**config.mk**
```make
export PLATFORM = sky130hd
export DESIGN_NAME = wavelet_stream_driver
export DESIGN_NICKNAME = d
export VERILOG_FILES = /design/src/rtl/wavelet_drv_pkg.sv /design/src/rtl/wavelet_sample_fifo.sv /design/src/rtl/wavelet_stream_driver.sv
export SDC_FILE = /design/constraint.sdc
export NUM_CORES = 1
export LEC_CHECK = 0
export CORE_MARGIN = 2
export CORE_UTILIZATION = 54
export DETAILED_ROUTE_END_ITERATION = 7
export GPL_TIMING_DRIVEN = 0
export PLACE_DENSITY_LB_ADDON = 0.15
export RECOVER_POWER = 50
export SLEW_MARGIN = 0
export SYNTH_ARGS = -nofsm -noshare
export SYNTH_HDL_FRONTEND = slang
export SYNTH_SLANG_ARGS = --single-unit
```
**constraint.sdc**
```tcl
create_clock -name clk -period 3.11 [get_ports clk]
set_clock_uncertainty 0.15 [all_clocks]
set_input_delay 0.622 -clock clk [delete_from_list [all_inputs] [get_ports clk]]
set_output_delay 0.622 -clock clk [all_outputs]
set_load 0.05 [all_outputs]
```
**src/rtl/wavelet_drv_pkg.sv**
```systemverilog
// Shared definitions for the wavelet stream driver.
//   - drv_state_t   : driver FSM states
//   - DEF_*         : default widths, channel count and strobe timing
//   - cnt_width()   : width of the timing down-counter, clog2(max(a,b,c)+1)
package wavelet_drv_pkg;

    typedef enum logic [2:0] {
        IDLE   = 3'd0,
        SETUP  = 3'd1,
        HIGH   = 3'd2,
        SETTLE = 3'd3,
        RESULT = 3'd4
    } drv_state_t;

    localparam int DEF_DATA_W     = 8;
    localparam int DEF_SEL_W      = 8;
    localparam int DEF_NUM_CH     = 8;
    localparam int DEF_FIFO_DEPTH = 4;
    localparam int DEF_SETUP_CYC  = 2;
    localparam int DEF_HIGH_CYC   = 4;
    localparam int DEF_SETTLE_CYC = 3;

    function automatic int cnt_width(input int a, input int b, input int c);
        int m;
        m = a;
        if (b > m) m = b;
        if (c > m) m = c;
        return $clog2(m + 1);
    endfunction

endpackage

```
**src/rtl/wavelet_sample_fifo.sv**
```systemverilog
// Small synchronous sample FIFO.
//   clk, rst_n  : clock, async active-low reset (empties the FIFO)
//   push        : write push_data (caller guarantees not_full)
//   push_data   : sample to store
//   pop         : drop the head entry (caller guarantees !empty)
//   head        : oldest entry, read from the storage registers
//   empty       : no entries held
//   not_full    : registered "room for one more"; low while in reset
module wavelet_sample_fifo #(
    parameter int DATA_W = 8,
    parameter int DEPTH  = 4
) (
    input  logic              clk,
    input  logic              rst_n,
    input  logic              push,
    input  logic [DATA_W-1:0] push_data,
    input  logic              pop,
    output logic [DATA_W-1:0] head,
    output logic              empty,
    output logic              not_full
);

    localparam int AW = (DEPTH > 1) ? $clog2(DEPTH) : 1;

    logic [DATA_W-1:0] mem [DEPTH];
    logic [AW-1:0]     wr_ptr;
    logic [AW-1:0]     rd_ptr;
    logic [AW:0]       count;
    logic [AW:0]       count_nxt;

    always_comb begin
        count_nxt = count;
        if (push && !pop)
            count_nxt = count + (AW+1)'(1);
        else if (pop && !push)
            count_nxt = count - (AW+1)'(1);
    end

    // not_full is computed from the next occupancy so it is exact every
    // cycle; a push into a full FIFO is impossible even with a same-cycle pop.
    always_ff @(posedge clk or negedge rst_n) begin
        if (!rst_n) begin
            wr_ptr   <= '0;
            rd_ptr   <= '0;
            count    <= '0;
            not_full <= 1'b0;
        end else begin
            if (push) wr_ptr <= wr_ptr + AW'(1);
            if (pop)  rd_ptr <= rd_ptr + AW'(1);
            count    <= count_nxt;
            not_full <= (count_nxt != (AW+1)'(DEPTH));
        end
    end

    always_ff @(posedge clk) begin
        if (push) mem[wr_ptr] <= push_data;
    end

    assign head  = mem[rd_ptr];
    assign empty = (count == '0);

endmodule

```
**src/rtl/wavelet_stream_driver.sv**
```systemverilog
// Host-side driver for the wavelet_transform pin interface.
// Buffers samples, strobes each one into the wavelet block with a slow
// data clock, then sweeps the output-channel select and returns one
// captured result per channel.
//   clk, rst_n                 : clock, async active-low reset
//   i_sample_valid/i_sample    : sample stream in, o_sample_ready back
//   o_data_clk, o_value        : strobe and sample to the wavelet block
//   o_select_output_channel    : channel select to the wavelet block
//   i_multiplexed_wavelet_out  : selected channel value from the block
//   i_active                   : block active flag, reported per result
//   o_result_*                 : result stream (valid/ready, data, channel, active)
//   o_busy                     : high whenever the FSM is not in IDLE
//
// Both streams use valid/ready: a transfer happens on a clock edge where
// valid and ready are both high; the sender holds valid and its payload
// stable until that edge, and ready may change independently of valid.
module wavelet_stream_driver
    import wavelet_drv_pkg::*;
#(
    parameter int DATA_W     = DEF_DATA_W,
    parameter int SEL_W      = DEF_SEL_W,
    parameter int NUM_CH     = DEF_NUM_CH,
    parameter int FIFO_DEPTH = DEF_FIFO_DEPTH,
    parameter int SETUP_CYC  = DEF_SETUP_CYC,
    parameter int HIGH_CYC   = DEF_HIGH_CYC,
    parameter int SETTLE_CYC = DEF_SETTLE_CYC
) (
    input  logic              clk,
    input  logic              rst_n,
    input  logic              i_sample_valid,
    input  logic [DATA_W-1:0] i_sample,
    output logic              o_sample_ready,
    output logic              o_data_clk,
    output logic [DATA_W-1:0] o_value,
    output logic [SEL_W-1:0]  o_select_output_channel,
    input  logic [DATA_W-1:0] i_multiplexed_wavelet_out,
    input  logic              i_active,
    output logic              o_result_valid,
    input  logic              i_result_ready,
    output logic [DATA_W-1:0] o_result_data,
    output logic [SEL_W-1:0]  o_result_channel,
    output logic              o_result_active,
    output logic              o_busy
);

    localparam int CNT_W = cnt_width(SETUP_CYC, HIGH_CYC, SETTLE_CYC);

    // Counters load CYC-1 on entry and the state exits when they hit zero,
    // so each timed state lasts exactly CYC cycles.
    localparam logic [CNT_W-1:0] SETUP_LOAD  = CNT_W'(SETUP_CYC - 1);
    localparam logic [CNT_W-1:0] HIGH_LOAD   = CNT_W'(HIGH_CYC - 1);
    localparam logic [CNT_W-1:0] SETTLE_LOAD = CNT_W'(SETTLE_CYC - 1);
    localparam logic [SEL_W-1:0] LAST_CH     = SEL_W'(NUM_CH - 1);

    drv_state_t        state;
    logic [CNT_W-1:0]  cnt;
    logic [SEL_W-1:0]  ch;

    logic              fifo_push;
    logic              fifo_pop;
    logic [DATA_W-1:0] fifo_head;
    logic              fifo_empty;

    assign fifo_push = i_sample_valid && o_sample_ready;
    assign fifo_pop  = (state == IDLE) && !fifo_empty;

    wavelet_sample_fifo #(
        .DATA_W (DATA_W),
        .DEPTH  (FIFO_DEPTH)
    ) u_fifo (
        .clk       (clk),
        .rst_n     (rst_n),
        .push      (fifo_push),
        .push_data (i_sample),
        .pop       (fifo_pop),
        .head      (fifo_head),
        .empty     (fifo_empty),
        .not_full  (o_sample_ready)
    );

    always_ff @(posedge clk or negedge rst_n) begin
        if (!rst_n) begin
            state                   <= IDLE;
            cnt                     <= '0;
            ch                      <= '0;
            o_data_clk              <= 1'b0;
            o_value                 <= '0;
            o_select_output_channel <= '0;
            o_result_valid          <= 1'b0;
            o_result_data           <= '0;
            o_result_channel        <= '0;
            o_result_active         <= 1'b0;
            o_busy                  <= 1'b0;
        end else begin
            case (state)
                IDLE: begin
                    if (!fifo_empty) begin
                        // o_value only changes here, while the strobe is low.
                        o_value    <= fifo_head;
                        o_data_clk <= 1'b0;
                        cnt        <= SETUP_LOAD;
                        o_busy     <= 1'b1;
                        state      <= SETUP;
                    end
                end
                SETUP: begin
                    if (cnt == '0) begin
                        o_data_clk <= 1'b1;
                        cnt        <= HIGH_LOAD;
                        state      <= HIGH;
                    end else begin
                        cnt <= cnt - CNT_W'(1);
                    end
                end
                HIGH: begin
                    if (cnt == '0) begin
                        o_data_clk              <= 1'b0;
                        ch                      <= '0;
                        o_select_output_channel <= '0;
                        cnt                     <= SETTLE_LOAD;
                        state                   <= SETTLE;
                    end else begin
                        cnt <= cnt - CNT_W'(1);
                    end
                end
                SETTLE: begin
                    if (cnt == '0) begin
                        o_result_data    <= i_multiplexed_wavelet_out;
                        o_result_channel <= ch;
                        o_result_active  <= i_active;
                        o_result_valid   <= 1'b1;
                        state            <= RESULT;
                    end else begin
                        cnt <= cnt - CNT_W'(1);
                    end
                end
                RESULT: begin
                    // Result registers are untouched until the handshake.
                    if (i_result_ready) begin
                        o_result_valid <= 1'b0;
                        if (ch == LAST_CH) begin
                            o_select_output_channel <= '0;
                            o_busy                  <= 1'b0;
                            state                   <= IDLE;
                        end else begin
                            ch                      <= ch + SEL_W'(1);
                            o_select_output_channel <= ch + SEL_W'(1);
                            cnt                     <= SETTLE_LOAD;
                            state                   <= SETTLE;
                        end
                    end
                end
                default: state <= IDLE;
            endcase
        end
    end

endmodule
```
== After elaboration in Yosys (flattened, before gate mapping) ==
Memories as Yosys holds them, arrays and structs flattened. A register that Yosys moved wholly into a read port is not among the register bits.
Cells that the tools add are included.
Cells by class
  $mul: 0
  add/sub/neg operators: 6
  shift-type cells: 0
  bitwise gates (word level): 1
  reduce and logical (&&, ||, !) cells: 25
  equal/unequal tests: 14
  div/mod/pow operators: 0
  $lt $le $gt $ge: 0
  multiplexer cells: 34
Operator list (number)
  $mux W8: 5
  $mux W3: 12
  $pmux W8 S2: 2
  $pmux W3 S5: 2
  $ne A2 B2 Y1 const B: 8
  $reduce_and A4 Y1: 3
  $reduce_and A5 Y1: 2
  $logic_not A3 Y1: 3
  $mux W1: 9
  $add A8 B1 Y8 const B: 1
  $eq A8 B3 Y1 const B: 1
  $eq A3 B2 Y1 const B: 2
  $reduce_and A3 Y1: 2
  $reduce_bool A2 Y1: 3
  $sub A3 B1 Y3 const B: 2
  $reduce_bool A5 Y1: 1
  $add A2 B1 Y2 const B: 2
  $logic_and A1 B1 Y1: 4
  $logic_not A1 Y1: 4
  $pmux W1 S2: 2
  $reduce_and A2 Y1: 2
  $add A3 B1 Y3 const B: 1
  $eq A3 B1 Y1 const B: 1
  $eq A3 B3 Y1 const B: 1
  other kinds (5): 5
Word-level totals
  output and inout bits: 37
  ROM bits: 0
  bits in writable memories: 32
  memories: 1
  input bits: 21
  latch bits: 0
  flip-flop bits (word level): 50
  word-level logic and storage cells: 95
Memories
  u_fifo.mem: depth 4, width 8, rd ports 1, clocked after memory_dff 1, wr ports 1, line wavelet_sample_fifo.sv:25  | logic [DATA_W-1:0] mem [DEPTH];

== Longest topological paths before layout ==
  word-level depth: 7
  depth in mapped cells: 8
  gate-level depth less buffers: 6

== Cells and area by module ==
A second synthesis with hierarchy kept.
Second synthesis, totals
  cell total of the unflattened synthesis: 301
  area total of the unflattened synthesis: 4031.4 sq um
Modules (own cells, without submodules)
  wavelet_stream_driver: cells each 208, seq. area each 1251.2 sq um, area each 2357.3 sq um, instances 1
  wavelet_sample_fifo: cells each 93, seq. area each 1161.1 sq um, area each 1674.1 sq um, instances 1

== Worst setup path before layout ==
OpenSTA, ideal clock, no wires.
  path type: register to register
  start point: register cnt[0]
  end point: register o_result_data[2]
  data required time: 2.835 ns
  data arrival time: 1.892 ns
  path slack: 0.943 ns
  library setup time: 0.125 ns
  path buffers: 2
  cell stages (with the launch flop): 9
  clock period less this slack: 2.167 ns
  cells stage by stage: dfrtp_1 > inv_1 > ha_1 > nor2b_1 > nand2_1 > nor3b_1 > buf_4 > buf_2 > mux2_2
On the way
  word-level cells in the longest chain between the ends: 2
RTL lines
  start, declared: line wavelet_stream_driver.sv:56  | logic [CNT_W-1:0] cnt;
  start signal, assigned: line wavelet_stream_driver.sv:112  | cnt <= cnt - CNT_W'(1);
  start signal, assigned: line wavelet_stream_driver.sv:123  | cnt <= cnt - CNT_W'(1);
  start signal, assigned: line wavelet_stream_driver.sv:134  | cnt <= cnt - CNT_W'(1);
  $logic_not A3 Y1: line wavelet_stream_driver.sv:127  | if (cnt == '0) begin
  $reduce_and A2 Y1 (no source line)
  end signal, assigned: line wavelet_stream_driver.sv:128  | o_result_data <= i_multiplexed_wavelet_out;
  end, declared: line wavelet_stream_driver.sv:40  | output logic [DATA_W-1:0] o_result_data,
No other way between the ends.
A chain may end at the register's enable or synchronous reset.

== Final worst setup path ==
  start point: register cnt[0]
  end point: register o_result_channel[2]
On the way
  word-level cells in the longest chain between the ends: 2
RTL lines
  $logic_not A3 Y1: line wavelet_stream_driver.sv:127
  $reduce_and A2 Y1 (no source line)
  end signal, assigned: line wavelet_stream_driver.sv:129  | o_result_channel <= ch;
  end, declared: line wavelet_stream_driver.sv:41  | output logic [SEL_W-1:0] o_result_channel,
No other way between the ends.

==> impl_metrics.ini <==
[route]
via_per_inst = 5.38
ant_nets = 0
via_count = 2450
firstDrtPassIters = 4
wl_mm = 7.28
drt_iter0_markers = 153
remaining_drc_errors = 0
avgRoutedWirePerCell_um = 16.0

[layout]
fin_cells = 455
n_antenna_cell = 0
fillers = 550
syn_to_final_growth_pct = 23.6
drive_above_1_share_pct = 19.1
final_core_util_pct = 68.3
nets = 382

[pwr]
ir_drop_mv = 0.673
power_switching_mw = 1.70
power.total_mw = 4.59
switching_share_pct = 37.0
power_frac_comb_pct = 41.9
leakagePower_nw = 1.99
internal_power_mw = 2.89
p_clk_share_pct = 20.8
pwr-share-seq_pct = 37.3
pwr_density_cell_mw_per_mm2 = 932

[clocking]
ctsRootBufferMaster = clkbuf_8
ctsHoldBuffers = 0
clock_sinks = 90
clk_latency_ns = 0.35
cts_tree = done
cts_resized = 0
cts_buffers = 9
h-tree-depth = 3
clock_path_buffers = 2
clk_pin_slew_ns = 0.09
post_cts_buffers = 0

[worst_setup_path]
worstSetupEndpointType = register
reg2reg_from = cnt[0]
crit_path_max_fanout = 10
start_kind = register
startpoint = cnt[0]
rrSetupSlack_ns = 0.60
path_class = reg -> reg
critPathArrivalTime_ns = 2.59
crit_required_ns = 3.19

[timing]
max_freq_ghz = 0.398
fin_crit_sh_pct = 80.8
maxSlewViolCount = 0
period_needed_ns = 2.51
setup_ws_ns = 0.598
worstMarginPinSlew_ns = 1.50
hold-worst-slack_ns = 0.344
rsz0062_at_grt = no
max-slew-margin-rel_pct = 0.306
hold_viol = 0
finalSetupViolations = 0

[synthesis]
ys_seq_area_share_pct = 60.5
synth.distinct_cells = 58
synth_top_cell_by_area = dfrtp_1
ys_seq_elements = 90
async_flop_share_pct = 64.4
ys_top_cells_by_area = dfrtp_1, edfxtp_1, mux2_2, mux4_2, ha_1
postSynthAreaPerCell_sq_um = 14.1
ys_warn_count = 0
synthFlopType = dfrtp_1
synth_nets = 313
synthCells = 282
synth_area_sq_mm = 0.00399
synth_top_area_share_pct = 36.4
synth_edf_count = 32

[status]
violations = max-capacitance violations
status = complete, but fails checks

[global_routing]
antenna_found_initial = 0
grt_pass1_vias = 2498
grt_max_degree = 34
global_route.overflow_total = 0
grt_usage_pct = 19.6
grt_pass1_wl_mm = 12.3

[place]
finalWeightedCongestion = 0.751
hpwl_mm = 5.14
dpl.cell_count = 439
numPortBuffers = 57
dpl_worst_slack_ns = 0.251

[job]
cap_violations = 1

[floorplanning]
die_x_um = 89.9
start_util_pct = 55.3
chipHeight_um = 89.9
coreArea_sq_mm = 0.00721
ioPinCount = 58
rows = 31
fp.dieArea_sq_mm = 0.00809

[hold_path]
min_from = o_select_output_channel[4]
hold_class = reg -> reg
## flip-flops by register name, indices dropped and copies added (netlist names)
register                 flops
o_result_valid               1
state                        3
o_value                      8
cnt                          3
u_fifo.not_full              1
u_fifo.mem                  32
o_result_data                8
o_result_active              1
u_fifo.rd_ptr                2
o_result_channel             8
o_data_clk                   1
u_fifo.wr_ptr                2
u_fifo.count                 3
o_busy                       1
o_select_output_channel      8
ch                           8
## routing by layer
metal  routed length (um)  vias to the layer above  track usage (%)
met5                    0                        -                0
met4                  106                        0             7.31
met3                  244                        7             4.11
met2                 3540                       44             31.4
met1                 3390                     1220             27.0
li1                     -                     1179                -
## final cells by class
type	instances	area [sq um]	share of cell area (%)
buffer	16	108	2.18
clock buffer	9	124	2.51
clock inverter	7	124	2.51
inverter	8	30.0	0.609
multi-input combinational	168	1440	29.2
sequential	90	2410	48.9
tap	99	124	2.51
timing repair buffer	58	569	11.5
## Yosys cell counts, types with 2 or more instances
master	n
o21a_1	2
nand2_1	19
and3_1	8
nor4_1	2
and2_1	2
inv_1	8
mux2i_1	4
xnor2_1	7
clkbuf_1	5
o31ai_1	3
a21o_1	3
nand2b_1	2
mux2_2	27
nand3_1	5
ha_1	10
xor2_1	5
buf_2	4
o21ai_0	11
a2bb2oi_1	2
buf_6	2
nor2_1	4
a21oi_1	8
clkbuf_8	2
buf_4	2
mux4_2	8
o211ai_1	2
dfrtp_1	58
nand3b_1	2
edfxtp_1	32
a31oi_1	4
nor2b_1	2
## kinds of logic (layout without fill, tap and decap cells)
logic type / after synthesis / count (layout) / synth area share (%)
compound gates: 49 / 49 / 8.31
xor+xnor: 12 / 12 / 2.63
fa+ha+maj: 11 / 11 / 3.39
buf+inv: 24 / 98 / 3.45
flops: 90 / 90 / 60.5
mux: 39 / 39 / 13.1
simple gates: 57 / 57 / 8.59
## power by group through the flow
stage               logic, mW  clock network (mW)  registers, mW
floorplan               0.938                   0           2.18
global placement         1.90                   0           1.72
detailed placement       1.94                   0           1.74
CTS                      1.95               0.979           1.72
global route             2.08                1.03           1.75
finish                   1.92               0.956           1.71
## worst paths after layout
check,to,depth (start not counted)
setup / recovery,o_result_channel[2],8
setup reg to reg,o_result_channel[2],8
max in group asynchronous,ch[2],2
min in group asynchronous,o_value[1],1
hold / removal,o_select_output_channel[4],2
hold reg to reg,o_select_output_channel[4],2
## worst max-delay path, cell delays in order (launching register included)
cell and delay, ns:
dfrtp_1 0.41, inv_1 0.09, ha_1 0.22, nor2b_1 0.22, nand2_1 0.17, nor3b_1 0.27, buf_4 0.24, buf_2 0.27
mux2_2 0.37
## metrics by stage
step,TNS (ns),instance area [sq um]
final,0,4930
after detailed placement,0,4700
after floorplan,0,3990
after CTS,0,4950
after global routing,0,4930
after global placement,-40.50,4680
## layout by cell type, fill, tap and decap left out, types with 5 or more instances in the layout
cell             netlist  layout
clkbuf_8               2      11
dfrtp_1               58      58
clkbuf_1               5       6
edfxtp_1              32      32
nand3_1                5       5
and3_1                 8       8
clkdlybuf4s50_1        0      47
xnor2_1                7       7
o21ai_0               11      11
ha_1                  10      10
mux2_2                27      27
mux4_2                 8       8
inv_1                  8       8
a21oi_1                8       8
xor2_1                 5       5
nand2_1               19      19
dlygate4sd3_1          0       9
No activity file was read; power rests on OpenSTA's default activity.
